==> config.mk <==
export PLATFORM = sky130hd
export DESIGN_NAME = imm_encoder
export DESIGN_NICKNAME = d
export VERILOG_FILES = /design/src/rtl/imm_encoder.sv
export SDC_FILE = /design/constraint.sdc
export NUM_CORES = 1
export LEC_CHECK = 0
export CAP_MARGIN = 30
export CORE_MARGIN = 5
export CORE_UTILIZATION = 30
export DETAILED_ROUTE_END_ITERATION = 8
export SYNTH_ARGS = -nofsm -noshare
export SYNTH_HDL_FRONTEND = slang
export SYNTH_SLANG_ARGS = --single-unit
==> constraint.sdc <==
create_clock -name clk -period 7.4 [get_ports clk]
set_clock_uncertainty 0.1 [all_clocks]
set_input_delay 1.11 -clock clk [delete_from_list [all_inputs] [get_ports clk]]
set_output_delay 1.11 -clock clk [all_outputs]
set_load 0.005 [all_outputs]
==> src/rtl/imm_encoder.sv <==
// Iterative encoder from a 32-bit constant to the 12-bit {rot, imm8} rotated immediate.
// Tries one even rotation per cycle, optionally also on the complement for MOV/MVN swaps.
module imm_encoder #(
    parameter bit CHECK_INVERTED = 1'b1
) (
    input  logic        clk,
    input  logic        rst,
    input  logic        start,
    input  logic [31:0] value,
    input  logic        allow_inv,
    output logic        busy,
    output logic        done,
    output logic        valid,
    output logic        inverted,
    output logic [11:0] shift_operand
);

    localparam int unsigned DW = 32;
    localparam int unsigned RW = 4;
    localparam int unsigned IW = 8;
    localparam int unsigned SW = RW + IW;
    localparam int unsigned AW = 6;

    typedef enum logic [1:0] {
        ST_IDLE,
        ST_SEARCH,
        ST_DONE
    } state_t;

    state_t          r_state;
    logic [RW-1:0]   r_rot_cnt;
    logic [DW-1:0]   r_val_q;
    logic            r_inv_q;
    logic            r_busy;
    logic            r_done;
    logic            r_valid;
    logic            r_inverted;
    logic [SW-1:0]   r_shift_operand;

    state_t          w_state_nxt;
    logic [RW-1:0]   w_rot_nxt;
    logic [DW-1:0]   w_val_nxt;
    logic            w_inv_q_nxt;
    logic            w_busy_nxt;
    logic            w_done_nxt;
    logic            w_valid_nxt;
    logic            w_inverted_nxt;
    logic [SW-1:0]   w_shift_nxt;

    logic [AW-1:0]   w_lshamt;
    logic [AW-1:0]   w_rshamt;
    logic [DW-1:0]   w_cand;
    logic [DW-1:0]   w_icand;
    logic            w_dir_hit;
    logic            w_inv_hit;

    // ROL by 2r; a zero rotation shifts right by the full width, which yields 0.
    assign w_lshamt  = AW'({r_rot_cnt, 1'b0});
    assign w_rshamt  = AW'(DW) - w_lshamt;
    assign w_cand    = (r_val_q << w_lshamt) | (r_val_q >> w_rshamt);
    // Rotation commutes with complement, so the inverted candidate is just ~cand.
    assign w_icand   = ~w_cand;
    assign w_dir_hit = (w_cand[DW-1:IW] == '0);
    assign w_inv_hit = CHECK_INVERTED && r_inv_q && !w_dir_hit && (w_icand[DW-1:IW] == '0);

    always_ff @(posedge clk or posedge rst) begin
        if (rst) begin
            r_state         <= ST_IDLE;
            r_rot_cnt       <= '0;
            r_val_q         <= '0;
            r_inv_q         <= 1'b0;
            r_busy          <= 1'b0;
            r_done          <= 1'b0;
            r_valid         <= 1'b0;
            r_inverted      <= 1'b0;
            r_shift_operand <= '0;
        end else begin
            r_state         <= w_state_nxt;
            r_rot_cnt       <= w_rot_nxt;
            r_val_q         <= w_val_nxt;
            r_inv_q         <= w_inv_q_nxt;
            r_busy          <= w_busy_nxt;
            r_done          <= w_done_nxt;
            r_valid         <= w_valid_nxt;
            r_inverted      <= w_inverted_nxt;
            r_shift_operand <= w_shift_nxt;
        end
    end

    always_comb begin
        w_state_nxt    = r_state;
        w_rot_nxt      = r_rot_cnt;
        w_val_nxt      = r_val_q;
        w_inv_q_nxt    = r_inv_q;
        w_busy_nxt     = r_busy;
        w_done_nxt     = 1'b0;
        w_valid_nxt    = r_valid;
        w_inverted_nxt = r_inverted;
        w_shift_nxt    = r_shift_operand;

        case (r_state)
            ST_IDLE: begin
                if (start) begin
                    w_state_nxt    = ST_SEARCH;
                    w_val_nxt      = value;
                    w_inv_q_nxt    = allow_inv;
                    w_rot_nxt      = '0;
                    w_busy_nxt     = 1'b1;
                    w_valid_nxt    = 1'b0;
                    w_inverted_nxt = 1'b0;
                    w_shift_nxt    = '0;
                end
            end
            ST_SEARCH: begin
                // Lowest rotation wins; direct is tested before inverted at each r.
                if (w_dir_hit) begin
                    w_state_nxt    = ST_DONE;
                    w_done_nxt     = 1'b1;
                    w_valid_nxt    = 1'b1;
                    w_inverted_nxt = 1'b0;
                    w_shift_nxt    = {r_rot_cnt, w_cand[IW-1:0]};
                end else if (w_inv_hit) begin
                    w_state_nxt    = ST_DONE;
                    w_done_nxt     = 1'b1;
                    w_valid_nxt    = 1'b1;
                    w_inverted_nxt = 1'b1;
                    w_shift_nxt    = {r_rot_cnt, w_icand[IW-1:0]};
                end else if (r_rot_cnt == '1) begin
                    w_state_nxt    = ST_DONE;
                    w_done_nxt     = 1'b1;
                    w_valid_nxt    = 1'b0;
                    w_inverted_nxt = 1'b0;
                    w_shift_nxt    = '0;
                end else begin
                    w_rot_nxt      = r_rot_cnt + RW'(1);
                end
            end
            ST_DONE: begin
                w_state_nxt = ST_IDLE;
                w_busy_nxt  = 1'b0;
            end
            default: begin
                w_state_nxt = ST_IDLE;
                w_busy_nxt  = 1'b0;
            end
        endcase
    end

    assign busy          = r_busy;
    assign done          = r_done;
    assign valid         = r_valid;
    assign inverted      = r_inverted;
    assign shift_operand = r_shift_operand;

endmodule
==> results.md <==
- Core footprint: 17800 sq um
- Hold-fix buffer count after cts: 0
- # DRC: 0
- Status: finished clean
- GPL Wtd Cong: 0.980
- Flop-to-flop setup slack: 2.09 ns
- Setup TNS: 0 ns
- Hold depth: 1
- R2r endpoint: shift_operand[2]
- Synth Area per Inst: 9.34 sq um
- DRT Pass-1 Iters: 7
- Top cell type's share of synthesized area: 0.255
- Synth area leaders: dfrtp_1, mux2_2, mux4_2, mux2i_1, nand2_1
- Full die area: 20700 sq um
- Cells on worst reg2reg path: 11
- Clock Path Buffers: 2
- Worst-margin pin slew: 0.895 ns
- Worst path most repeated cell: or4_1
- Global-route wire length before repair: 29400 um
- Initial Utilization: 0.302
- Delay of the slowest critical-path stage: 0.80 ns
- Row count: 49
- WP data required: 7.51 ns
- Vias: 5144
- Reg clk slew, reported paths: 0.08 ns
- Clock Latency Late Sink: 0.32 ns
- Initial DRC count: 582
- Cells along the critical path: inv_2, ha_1, buf_4, mux2i_1, a311oi_1, a211o_1, or4_1, or4_1, or4_1, a41o_1, a32o_1
- Clk sinks: 55
- Max-slew violations: 0
- Routed vias/inst: 6.23
- Relative slew slack: 0.404
- Yosys top cell by area: dfrtp_1
- Number of synthesized register bits: 55
- P&R area growth vs syn: 15.3%
- Post-CTS setup buffers: 0
- Most frequently used flop master after synthesis: dfrtp_1
- Worst setup EP type: register
- Hold Fails Final Rpt: 0
- EDFF count, synth: 0
- Maxcap violations: 0
- Die Ht: 144 um
- Synth Cell Area: 5390 sq um
- Yosys warnings: 0
- Antenna violations before repair: 0
- Vias in the first global route: 5077
- Root buf cell: clkbuf_16
- # H-tree levels: 2
- Critical path's top delay family: simple AND/OR/NAND/NOR gates
- Critical path's slowest cell: or4_1
- Post-DRT Antenna Nets: 0
- CTS Buf Count: 5
- CTS tree: yes
- Final wirelength: 18600 um
- GRT overflow: 0
- Final Critical Period: 5.31 ns
- Fin crit share: 0.717
- GR Util All Layers: 0.178
- Worst-path fanout max: 24
- Worst min-delay path category: register to register
- Largest net degree at the start of global routing: 56
- Fmax: 188 MHz
- Die width: 144 um
- CP arrival: 5.42 ns
- Final setup viols: 0
- Critical path buffers and inverters: 2
- Detailed-placement wirelength estimate: 13700 um
- Post-synthesis sequential area ratio: 0.255
- Hold Crit Endpoint: shift_operand[7]
- Io pins: 52
- Post-synth cell types: 72
- Wire length per cell: 22.5 um
- Hold_sp: shift_operand[7]
- Nets: 634
- Reg2Reg Launch Point: r_rot_cnt[1]
- RSZ-0062 raised after global routing: no
- Share of post-route cells with drive strength above 1: 0.199
- Syn Inst Count: 577
- CP Launch Type: register
- FILL cells: 1795
- Setup CP Type: register to register
- Buffers on Ports: 51
- Inserted Diodes: 0
- Synth Net Count: 615
- PostCTS Resize Cnt: 0
- Share of synthesized registers carrying an async set or reset: 1.00
[worst max path at each step]
stage	from	endpoint	cells past startpoint
4_1_cts	r_rot_cnt[1]	shift_operand[2]	11
5_1_grt	r_rot_cnt[1]	shift_operand[2]	11
3_3_place_gp	r_rot_cnt[1]	shift_operand[9]	11
3_5_place_dp	r_rot_cnt[1]	shift_operand[2]	11
2_1_floorplan	r_rot_cnt[0]	shift_operand[0]	17
6_report	r_rot_cnt[1]	shift_operand[2]	11
[cell usage after synthesis, types with 4 or more instances]
cell	instances
mux2_2	59
dfrtp_1	55
mux2i_1	46
nand2_1	46
nor2_1	28
a21oi_1	26
clkbuf_1	23
nor3_1	22
mux4_2	21
o21ai_0	18
buf_2	14
nor2b_1	14
nand3_1	13
a32o_1	12
buf_1	11
xnor2_1	9
a31oi_1	8
o211ai_1	8
inv_1	7
a211o_1	6
a211oi_1	6
a22o_1	6
nand2b_1	6
or2_2	6
a22oi_1	5
a311oi_1	5
o221ai_1	5
o22ai_1	5
a221oi_1	4
and4_1	4
o31a_1	4
o32ai_1	4
[layer usage]
metal	wire length, um	global-route usage	part of all wire
met5	0	0	0
met4	357	0.0525	0.019
met3	1470	0.0321	0.079
met2	8470	0.274	0.46
met1	8270	0.257	0.45
[metrics by stage]
step / instances / util / setup slack (ns) / hold slack (ns) / area (sq um)
2_1_floorplan: 577 / - / 1.98 / 0.374 / 5390
3_3_place_gp: 817 / 0.339 / 2.31 / 0.368 / 6050
3_5_place_dp: 818 / 0.340 / 2.16 / 0.370 / 6060
4_1_cts: 826 / 0.348 / 2.13 / 0.402 / 6210
5_1_grt: 826 / 0.348 / 1.86 / 0.427 / 6210
6_report: 826 / 0.348 / 2.09 / 0.399 / 6210
[registers in the layout, indices dropped and copies added (netlist names)]
signal and flops:
r_rot_cnt 4, done 1, r_val_q 32, inverted 1, r_state 2, valid 1, busy 1, r_inv_q 1
shift_operand 12
[placed cells by master (no fill, tap or decap), types with 12 or more instances in the layout]
cell type        synthesis  layout
clkdlybuf4s50_1          0      51
mux2_2                  59      59
nor3_1                  22      22
nand3_1                 13      13
nor2_1                  28      28
dfrtp_1                 55      53
nand2_1                 46      46
o21ai_0                 18      18
a32o_1                  12      12
a21oi_1                 26      26
mux2i_1                 46      46
mux4_2                  21      21
nor2b_1                 14      14
buf_4                    3      14
[area by class of cell]
type                       instances  area [sq um]  area share
multi-input combinational        460          3750       0.603
clock buffer                       5           125      0.0201
timing repair buffer              65           616      0.0991
clock inverter                     3          25.0     0.00403
inverter                           9          33.8     0.00544
sequential                        55          1380       0.222
tap                              229           287      0.0461
[cells by family after synthesis]
group / after synthesis / synth area share
simple gates: 163 / 0.154
compound gates: 157 / 0.217
mux: 127 / 0.299
buf+inv: 62 / 0.0513
flops: 55 / 0.255
xor+xnor: 11 / 0.0193
fa+ha+maj: 2 / 0.00464
Power is left out: the tool's default activity adds up to more than one toggle a clock period on the data nets, which glitch-free logic cannot reach.
